`config.mk`:
```
export PLATFORM = sky130hd
export DESIGN_NAME = mode_register
export DESIGN_NICKNAME = d
export VERILOG_FILES = /design/src/rtl/mode_register.sv
export SDC_FILE = /design/constraint.sdc
export NUM_CORES = 1
export LEC_CHECK = 0
export CORE_AREA = 4 4 41 43
export CTS_BUF_LIST = sky130_fd_sc_hd__clkbuf_16
export DETAILED_ROUTE_END_ITERATION = 6
export DIE_AREA = 0 0 45 47
export DONT_BUFFER_PORTS = 1
export SYNTH_ARGS = -nofsm -noshare
export SYNTH_HDL_FRONTEND = slang
export SYNTH_SLANG_ARGS = --single-unit
```
`constraint.sdc`:
```
create_clock -name clk -period 1.7 [get_ports clk]
set_input_delay 0.34 -clock clk [delete_from_list [all_inputs] [get_ports clk]]
set_output_delay 0.34 -clock clk [all_outputs]
set_load 0.005 [all_outputs]
```
`src/rtl/mode_register.sv`:
```
// mode_register: word-wide multi-function register (clear, load, increment,
// decrement, shift right, shift left, hold) with a registered one-cycle
// boundary flag. Fixed request priority: cl > ld > inc > dec > sr > sl > hold.
//
// Optional build macro: MODE_REGISTER_SATURATE_EN
//   undefined (default): inc/dec wrap modulo 2^DATA_WIDTH, ovf pulses on wrap.
//   defined            : inc/dec stick at all-ones/zero, ovf pulses at the bound.
module mode_register #(
    parameter int          DATA_WIDTH  = 4,
    parameter int unsigned RESET_VALUE = 0
) (
    input  logic                  clk,
    input  logic                  rst_n,
    input  logic                  cl,
    input  logic                  ld,
    input  logic [DATA_WIDTH-1:0] in,
    input  logic                  inc,
    input  logic                  dec,
    input  logic                  sr,
    input  logic                  ir,
    input  logic                  sl,
    input  logic                  il,
    output logic [DATA_WIDTH-1:0] out,
    output logic                  ovf
);

    // Reset word, truncated (or zero-extended) to the register width.
    localparam logic [DATA_WIDTH-1:0] RESET_WORD = DATA_WIDTH'(RESET_VALUE);
    localparam logic [DATA_WIDTH-1:0] ONE        = DATA_WIDTH'(1);

    typedef enum logic [2:0] {
        OP_HOLD,
        OP_CLEAR,
        OP_LOAD,
        OP_INC,
        OP_DEC,
        OP_SHR,
        OP_SHL
    } op_e;

    logic [DATA_WIDTH-1:0] out_q, out_d;
    logic                  ovf_q, ovf_d;
    op_e                   op;
    logic                  at_max;
    logic                  at_min;

    assign at_max = &out_q;
    assign at_min = ~|out_q;

    // Priority encoder: pick the single operation that takes effect this edge.
    always_comb begin
        // NOTE: every always_comb output gets a default first so no path leaves it unassigned (no latch).
        op = OP_HOLD;
        if (cl)       op = OP_CLEAR;
        else if (ld)  op = OP_LOAD;
        else if (inc) op = OP_INC;
        else if (dec) op = OP_DEC;
        else if (sr)  op = OP_SHR;
        else if (sl)  op = OP_SHL;
    end

    // Next-state datapath: new register contents and boundary flag.
    always_comb begin
        out_d = out_q;
        ovf_d = 1'b0;
        unique case (op)
            OP_CLEAR: out_d = '0;
            OP_LOAD:  out_d = in;
            OP_INC: begin
                ovf_d = at_max;
`ifdef MODE_REGISTER_SATURATE_EN
                out_d = at_max ? out_q : out_q + ONE;
`else
                out_d = out_q + ONE;
`endif
            end
            OP_DEC: begin
                ovf_d = at_min;
`ifdef MODE_REGISTER_SATURATE_EN
                out_d = at_min ? out_q : out_q - ONE;
`else
                out_d = out_q - ONE;
`endif
            end
            OP_SHR:  out_d = {ir, out_q[DATA_WIDTH-1:1]};
            OP_SHL:  out_d = {out_q[DATA_WIDTH-2:0], il};
            default: out_d = out_q;
        endcase
    end

    // State register; asynchronous reset overrides any request.
    always_ff @(posedge clk or negedge rst_n) begin
        // NOTE: sequential state uses non-blocking assignments so all flops update together.
        if (!rst_n) begin
            out_q <= RESET_WORD;
            ovf_q <= 1'b0;
        end else begin
            out_q <= out_d;
            ovf_q <= ovf_d;
        end
    end

    assign out = out_q;
    assign ovf = ovf_q;

endmodule
```
==> results of run 1 <==
cells by family (layout without fill, tap and decap cells):
kind of cell,count (synthesis),after routing,share of synthesized area
and+or+nand+nor,19,19,0.327
adders and majority gates,3,3,0.102
buffers and inverters,3,12,0.0256
AOI/OAI and AO/OA,15,15,0.241
DFF,5,5,0.284
xor gates and xnor gates,1,1,0.0199
through the flow:
step | worst slack, ns | utilization | std cells | hold slack [ns] | TNS (ns)
floorplan | -0.178 | - | 46 | 0.0444 | -0.499
global placement | -0.265 | 0.395 | 65 | 0.0445 | -0.732
detailed placement | -0.262 | 0.395 | 65 | 0.0445 | -0.730
CTS | -0.0134 | 0.477 | 70 | 0.253 | -0.0134
global route | -0.0817 | 0.477 | 70 | 0.267 | -0.135
finish | -0.00774 | 0.477 | 70 | 0.254 | -0.0127
power groups by stage:
| stage | Clock [W] | Sequential, W | Combinational (W) |
|---|---|---|---|
| 2_1_floorplan | 0 | 0.000159 | 0.0000618 |
| 3_3_place_gp | 0 | 0.000161 | 0.0000950 |
| 3_5_place_dp | 0 | 0.000162 | 0.0000944 |
| 4_1_cts | 0.000382 | 0.000161 | 0.000106 |
| 5_1_grt | 0.000390 | 0.000164 | 0.000117 |
| 6_report | 0.000378 | 0.000161 | 0.000105 |
cells in the mapped netlist, drive strengths merged:
cell     number  area [sq um]
o211ai        2          15.0
ha            2          25.0
and2b         1          8.76
a311oi        1          8.76
a21oi         4          20.0
dfrtp         5           125
o21ai         3          15.0
a32oi         1          8.76
xor2          1          8.76
nor3b         1          12.5
nand4         1          6.26
fa            1          20.0
nor4b         1          8.76
nor4          2          27.5
nand2         4          15.0
a221o         2          20.0
nand3         4          20.0
a32o          1          10.0
nor2          1          3.75
or4b          1          13.8
or3b          1          8.76
inv           3          11.3
and3b         2          18.8
a2bb2oi       1          8.76
repair_timing:
| action | in CTS | in global routing |
|---|---|---|
| pin swaps | 2 | 0 |
| resized for setup | 4 | 0 |
| endpoints found under the hold margin | 5 | 0 |
| hold buffers | 1 | 0 |
| endpoints found under the setup margin | 2 | 3 |
| gates cloned | 0 | 0 |
layer usage:
layer  up-vias  track usage  wire, um  share of wire
met5         -            0         0              0
met3         2       0.0613       118           0.10
met4         0       0.0702        19          0.017
li1        202            -         -              -
met2        18        0.198       513           0.45
met1       178        0.155       495           0.43
worst max-delay path, stage by stage:
cell	delay [ns]
or4b_4	0.56
fa_2	0.55
o211ai_1	0.09
a221o_1	0.27
worst max-delay path by stage:
stage                     startpoint  endpoint  slack (ns)
after global routing              cl    out[3]       -0.08
after detailed placement          cl    out[3]       -0.26
after CTS                         cl    out[1]       -0.01
after global placement            cl    out[3]       -0.27
final                             cl    out[1]      -0.008
after floorplan                   cl    out[2]       -0.18
final cells by class:
class	instances	area, sq um
well taps	15	18.8
clock inverters	1	3.75
repair buffers	5	40.0
clock buffers	3	75.1
inverters	3	13.8
fillers	135	681
flip-flops and latches	5	125
multi-input cells	38	344
flip-flops by register name (all words and copies together), names as in the netlist:
| register | cells |
|---|---|
| out | 4 |
| ovf | 1 |
==> flow_summary.yaml, run 1 <==
worst_setup_path:
  crit_arrival_ns: 1.81
  r2r_setup_slack_ns: 0.12
  reg2reg_from: "out[1]"
  cp-start-kind: "input port"
  endpoint_kind: "flip-flop"
  r2r-end: "out[1]"
  cp.required_ns: 1.80
  r2r_cells: 4
  crit_fanout: 5
  critical_path_class: "in2reg"
grt:
  grt_use_total: 0.131
  antenna_found_initial: 0
  grt_max_degree: 8
  gr-total-overflow: 0
  grt_pass1_wl_mm: 1.89
  grt_pass1_vias: 439
worst_hold_path:
  whs_path_depth: 2
  min_to: "out[0]"
  hold_path_startpoint: "in[0]"
  min_path_type: "in2reg"
routing:
  drc: 0
  routed_wl_mm: 1.15
  vias: 400
  first_iter_violations: 3
  wl_per_cell_um: 16.4
  ant_nets: 0
  vias_per_cell: 5.71
  firstDrtPassIters: 2
synthesis:
  ys_seq_elements: 5
  syn_area_sq_um: 440
  synth.distinct_cells: 27
  syn-instance-count: 46
  synth_nets: 63
  yosys_warnings: 0
  yosysSeqAreaShare: 0.284
  avgSynthCellArea_sq_um: 9.57
floorplan:
  rows: 13
  io_pins: 19
  design.die.area_sq_um: 2120
  die_w_um: 45
  die_h_um: 47
  start_util: 0.338
  core_region_area_sq_um: 1300
clock_tree:
  h-tree-depth: 1
  tritoncts: "done"
  cts.sinks: 5
  cts_setup_buffers: 0
  numCtsBuffers: 3
  root_buffer: "clkbuf_16"
  insertion_delay_ns: 0.23
  clkTransAtPathRegs_ns: 0.03
  clockBufferDepth: 2
pwr:
  sw_frac_of_total: 0.232
  p_total_w: 0.000644
  p_int_w: 0.000495
  p_comb_frac: 0.163
  p_leak_nw: 0.243
  p_per_area_nw_per_um2: 1040
  p_clk_frac: 0.587
  p_sw_w: 0.000149
  p_seq_frac: 0.250
  max-vdd-ir-drop_v: 0.000324
layout:
  post_route_cells_drive_above_1_share: 0.345
  area_growth_syn_to_layout_pct: 40.9
  diodes: 0
  layout_commonest_cell: "dfrtp_1"
  final_cell_mix: "dfrtp_1 (5), nand2_1 (4), buf_4 (4)"
  design_area_sq_um: 621
  final_nets: 73
job:
  cap_violations: 0
sta:
  max_freq_ghz: 0.586
  max_slew_margin: 0.763
  setup_violations: 2
  fin_ws_ns: -0.00774
  hold_viol: 0
  rsz0062_at_grt: "true"
  clock_skew_ns: 0.00225
  period_minus_slack_ns: 1.71
  slew_violations: 0
  fin_crit_sh: 1.00
  tightest_slew_ns: 0.352
placement:
  place.port_buffers: 0
  place_congestion: 0.712
  postPlaceCellArea_sq_um: 514
  hpwlAfterDp_um: 895
outcome:
  violations: "negative setup slack"
  outcome: "complete, but fails checks"
(Power assumes the default switching activity.)
==> run 2: changes to the inputs <==
--- a/config.mk
+++ b/config.mk
@@ -10,6 +10,7 @@
 export DETAILED_ROUTE_END_ITERATION = 6
 export DIE_AREA = 0 0 45 47
 export DONT_BUFFER_PORTS = 1
+export RECOVER_POWER = 100
 export SYNTH_ARGS = -nofsm -noshare
 export SYNTH_HDL_FRONTEND = slang
 export SYNTH_SLANG_ARGS = --single-unit
==> run 2 against run 1 <==
Net effect:
- power decreased by 0.77%
- largest cell class unchanged
- cell area decreased by 1.8%
- critical path type unchanged
- die area did not move
- setup slack barely moved
- critical path depth stayed put
- the flow still finishes with violations (negative setup slack)
- core utilization shrank 0.87 points
- clock power hardly changed
==> flow_summary.yaml, run 2 (synthesized netlist as in run 1, its figures left out) <==
outcome:
  outcome: "complete, but fails checks"
  violations: "negative setup slack"
layout:
  final_cells: 70
  area.sequential_sq_um: 125
  layout_commonest_cell: "dfrtp_1"
  post_route_cells_drive_above_1_share: 0.291
  largest_register_ffs: 4
  area_growth_syn_to_layout_pct: 38.4
  final_nets: 73
  multi_input_area_sq_um: 344
  final_cell_mix: "dfrtp_1 (5), nand2_1 (4)"
  final_util: 0.468
  diodes: 0
  fillers: 136
routing:
  wl_per_cell_um: 16.5
  firstDrtPassIters: 4
  ant_nets: 0
  met1Wirelength_um: 492
  drc: 0
  top_layer: "met4"
  routed_wl_mm: 1.15
  vias: 397
  met2_length_um: 510
  vias_per_cell: 5.67
  first_iter_violations: 2
  wl_met3_um: 129
sta:
  hold_viol: 0
  clock_skew_ns: 0.00214
  period_minus_slack_ns: 1.71
  fin_ws_ns: -0.00770
  fin_crit_sh: 1.00
  tightest_slew_ns: 0.355
  rsz0062_at_grt: "true"
  max_freq_ghz: 0.586
  fin_setup_tns_ns: -0.0127
  max_slew_margin: 0.761
  slew_violations: 0
  hold_ws_ns: 0.255
  setup_violations: 2
clock_tree:
  cts_setup_buffers: 0
  insertion_delay_ns: 0.23
  clkTransAtPathRegs_ns: 0.03
  root_buffer: "clkbuf_16"
  h-tree-depth: 1
  cts.sinks: 5
  numCtsBuffers: 3
  tritoncts: "done"
  clockBufferDepth: 2
floorplan:
  core_region_area_sq_um: 1300
  rows: 13
  design.die.area_sq_um: 2120
  start_util: 0.338
  io_pins: 19
  die_h_um: 47
  die_w_um: 45
pwr:
  p_leak_nw: 0.230
  max-vdd-ir-drop_v: 0.000324
  p_per_area_nw_per_um2: 1050
grt:
  grt_pass1_vias: 439
  grt_use_total: 0.131
  grt_pass1_wl_mm: 1.89
  antenna_found_initial: 0
  gr-total-overflow: 0
  grt_max_degree: 8
placement:
  place_ws_ns: -0.262
  hpwlAfterDp_um: 895
  place_congestion: 0.712
  place_inst: 65
  place.port_buffers: 0
worst_setup_path:
  critical_path_class: "in2reg"
  r2r_cells: 4
  crit_arrival_ns: 1.81
  crit_fanout: 5
  cp.required_ns: 1.80
  cp-start-kind: "input port"
  endpoint_kind: "flip-flop"
worst_hold_path:
  whs_path_depth: 2
  min_path_type: "in2reg"
job:
  cap_violations: 0
==> run 2: cell types whose count changed in the layout (fill, tap and decap cells not counted), sizes merged <==
| cell | delta |
|---|---|
| buf | -3 |
| clkbuf | +3 |
==> run 2: layer usage <==
layer | vias up | global-route usage
met3 | 2 | 0.0613
met4 | 0 | 0.0702
met2 | 20 | 0.198
met5 | - | 0
li1 | 201 | -
met1 | 174 | 0.155
==> run 2: final timing paths <==
check	start	to	slack, ns
worst max-delay path	cl	out[1]	-0.008
worst min-delay path	in[0]	out[0]	0.26
worst max register to register	out[1]	out[1]	0.12
worst min register to register	out[1]	out[1]	0.67
max in group asynchronous	rst_n	out[0]	1.11
min in group asynchronous	rst_n	ovf	0.40
==> run 2: critical path, stage by stage <==
cell and delay [ns]:
or4b_4 0.56, fa_2 0.55, o211ai_1 0.09, a221o_1 0.27
==> run 2: stage by stage <==
step,power (W),area [sq um]
global placement,0.000256,514
finish,0.000639,609
floorplan,0.000221,465
global route,0.000667,609
detailed placement,0.000256,514
CTS,0.000650,621
==> run 2: what timing repair did <==
item,4_1_cts,5_1_grt
resized for setup,4,0
hold endpoints to repair,5,0
pin swaps,2,0
hold buffers,1,0
endpoints found under the setup margin,2,3
==> run 2: where the power goes <==
group / internal, W / switching (W)
Combinational: 0.0000514 / 0.0000491
Clock: 0.000304 / 0.0000737
Sequential: 0.000135 / 0.0000255
==> run 2: layout make-up <==
cell class | instances | share of cell area
Multi-Input combinational cell | 38 | 0.565
Sequential cell | 5 | 0.205
Clock buffer | 3 | 0.123
Timing Repair Buffer | 5 | 0.0472
Tap cell | 15 | 0.0308
Inverter | 3 | 0.0226
Clock inverter | 1 | 0.00616
==> run 3: changes to the inputs <==
==> constraint.sdc (replaced) <==
create_clock -name clk -period 1.6 [get_ports clk]
set_input_delay 0.32 -clock clk [delete_from_list [all_inputs] [get_ports clk]]
set_output_delay 0.32 -clock clk [all_outputs]
set_load 0.005 [all_outputs]
==> run 3 against run 2 <==
Net effect:
- critical path type unchanged
- count of clock-buffer cells in the layout stayed put
- hold slack got worse by 0.021 ns
- routed wire length rose by 2.2%
- combinational power increased by 21%
- setup slack worse by 0.087 ns
- the run still ends with negative setup slack left
- largest cell class unchanged
- first-iteration DRC count is 100% lower
- register-to-register slack worse by 0.05 ns
==> flow_summary.yaml, run 3 (synthesized netlist as in run 1, its figures left out) <==
outcome:
  outcome: "complete, but fails checks"
  violations: "negative setup slack"
worst_hold_path:
  min_path_type: "in2reg"
  min_to: "out[0]"
  whs_path_depth: 2
  hold_path_startpoint: "in[0]"
clock_tree:
  cts.sinks: 5
  h-tree-depth: 1
  tritoncts: "done"
  clkTransAtPathRegs_ns: 0.03
  clockBufferDepth: 2
  root_buffer: "clkbuf_16"
  insertion_delay_ns: 0.23
  numCtsBuffers: 3
worst_setup_path:
  r2r-end: "out[3]"
  cp-start-kind: "input port"
  cp.buffers_inverters: 1
  cpMaxStageDelayCell: "or4b_4"
  path_cells: "or4b_4 > inv_4 > ha_4 > a21oi_4 > a21oi_1 > nor4b_2 > o21ai_1"
  crit_family: "simple AND/OR/NAND/NOR gates"
  crit_fanout: 5
  crit_arrival_ns: 1.80
  critPathMaxStageDelay_ns: 0.57
  crit_start: "ld"
  critical_path_class: "in2reg"
  cp.required_ns: 1.71
  r2r_cells: 5
  endpoint_kind: "flip-flop"
  r2r_setup_slack_ns: 0.07
  reg2reg_from: "out[1]"
layout:
  final_nets: 76
  final_cells: 73
  diodes: 0
  fillers: 126
  multi_input_area_sq_um: 359
  area.sequential_sq_um: 125
  area_growth_syn_to_layout_pct: 46.9
  largest_register_ffs: 4
  post_route_cells_drive_above_1_share: 0.345
  layout_commonest_cell: "dfrtp_1"
  design_area_sq_um: 647
  final_cell_mix: "dfrtp_1 (5), nand2_1 (4), buf_4 (4)"
sta:
  slew_violations: 0
  max_freq_ghz: 0.590
  max_slew_margin: 0.704
  clock_skew_ns: 0.000643
  rsz0062_at_grt: "true"
  fin_ws_ns: -0.0950
  hold_viol: 0
  period_minus_slack_ns: 1.69
  hold_ws_ns: 0.234
  setup_violations: 3
  tightest_slew_ns: 0.445
  fin_crit_sh: 1.06
routing:
  firstDrtPassIters: 1
  vias_per_cell: 5.75
  wl_per_cell_um: 16.1
  drc: 0
  vias: 420
  routed_wl_mm: 1.18
  ant_nets: 0
  first_iter_violations: 0
floorplan:
  rows: 13
  die_h_um: 47
  core_region_area_sq_um: 1300
  die_w_um: 45
  io_pins: 19
  start_util: 0.338
  design.die.area_sq_um: 2120
placement:
  place.port_buffers: 0
  place_congestion: 0.728
  hpwlAfterDp_um: 944
  place_inst: 66
  postPlaceCellArea_sq_um: 522
  place_ws_ns: -0.367
grt:
  grt_pass1_vias: 449
  grt_use_total: 0.139
  grt_pass1_wl_mm: 1.97
  grt_max_degree: 8
  gr-total-overflow: 0
  antenna_found_initial: 0
pwr:
  max-vdd-ir-drop_v: 0.000408
  p_per_area_nw_per_um2: 1080
  p_leak_nw: 0.251
job:
  cap_violations: 0
## run 3: final cells by class
cell class	instances	area share
clock buffer	3	0.116
clock inverter	1	0.00580
inverter	3	0.0213
multi-input combinational	38	0.555
sequential	5	0.193
tap	15	0.0290
timing repair buffer	8	0.0793
## run 3: worst max path at each step
stage | endpoint | slack (ns) | cells after the start
floorplan | out[2] | -0.26 | 5
global placement | out[2] | -0.38 | 5
detailed placement | out[2] | -0.37 | 5
CTS | out[1] | -0.1 | 4
global route | out[3] | -0.16 | 7
finish | out[3] | -0.09 | 7
## run 3: routing by layer
layer  vias to the layer above  wire [um]  track usage
met4                         0         16       0.0877
met3                         2        111       0.0651
li1                        210          -            -
met5                         -          0            0
met2                        18        545        0.218
met1                       190        504        0.153
## run 3: power breakdown
| part | internal (W) | switching [W] | total, W | leakage (nW) |
|---|---|---|---|---|
| Sequential | 0.000143 | 0.0000255 | 0.000169 | 0.0653 |
| Clock | 0.000324 | 0.0000838 | 0.000408 | 0.0423 |
| Combinational | 0.0000635 | 0.0000582 | 0.000122 | 0.143 |
## run 3: through the flow
step	power, W	util	setup TNS (ns)
3_3_place_gp	0.000272	0.401	-0.999
4_1_cts	0.000707	0.498	-0.241
5_1_grt	0.000738	0.497	-0.390
3_5_place_dp	0.000275	0.401	-1.02
6_report	0.000698	0.497	-0.255
2_1_floorplan	0.000235	-	-0.739
## run 3: timing repair
| action | in CTS | in global routing |
|---|---|---|
| setup endpoints to repair | 3 | 3 |
| pin swaps | 2 | 5 |
| hold buffers | 1 | 0 |
| gates resized for setup | 4 | 2 |
| setup buffers | 2 | 0 |
| hold endpoints to repair | 5 | 0 |
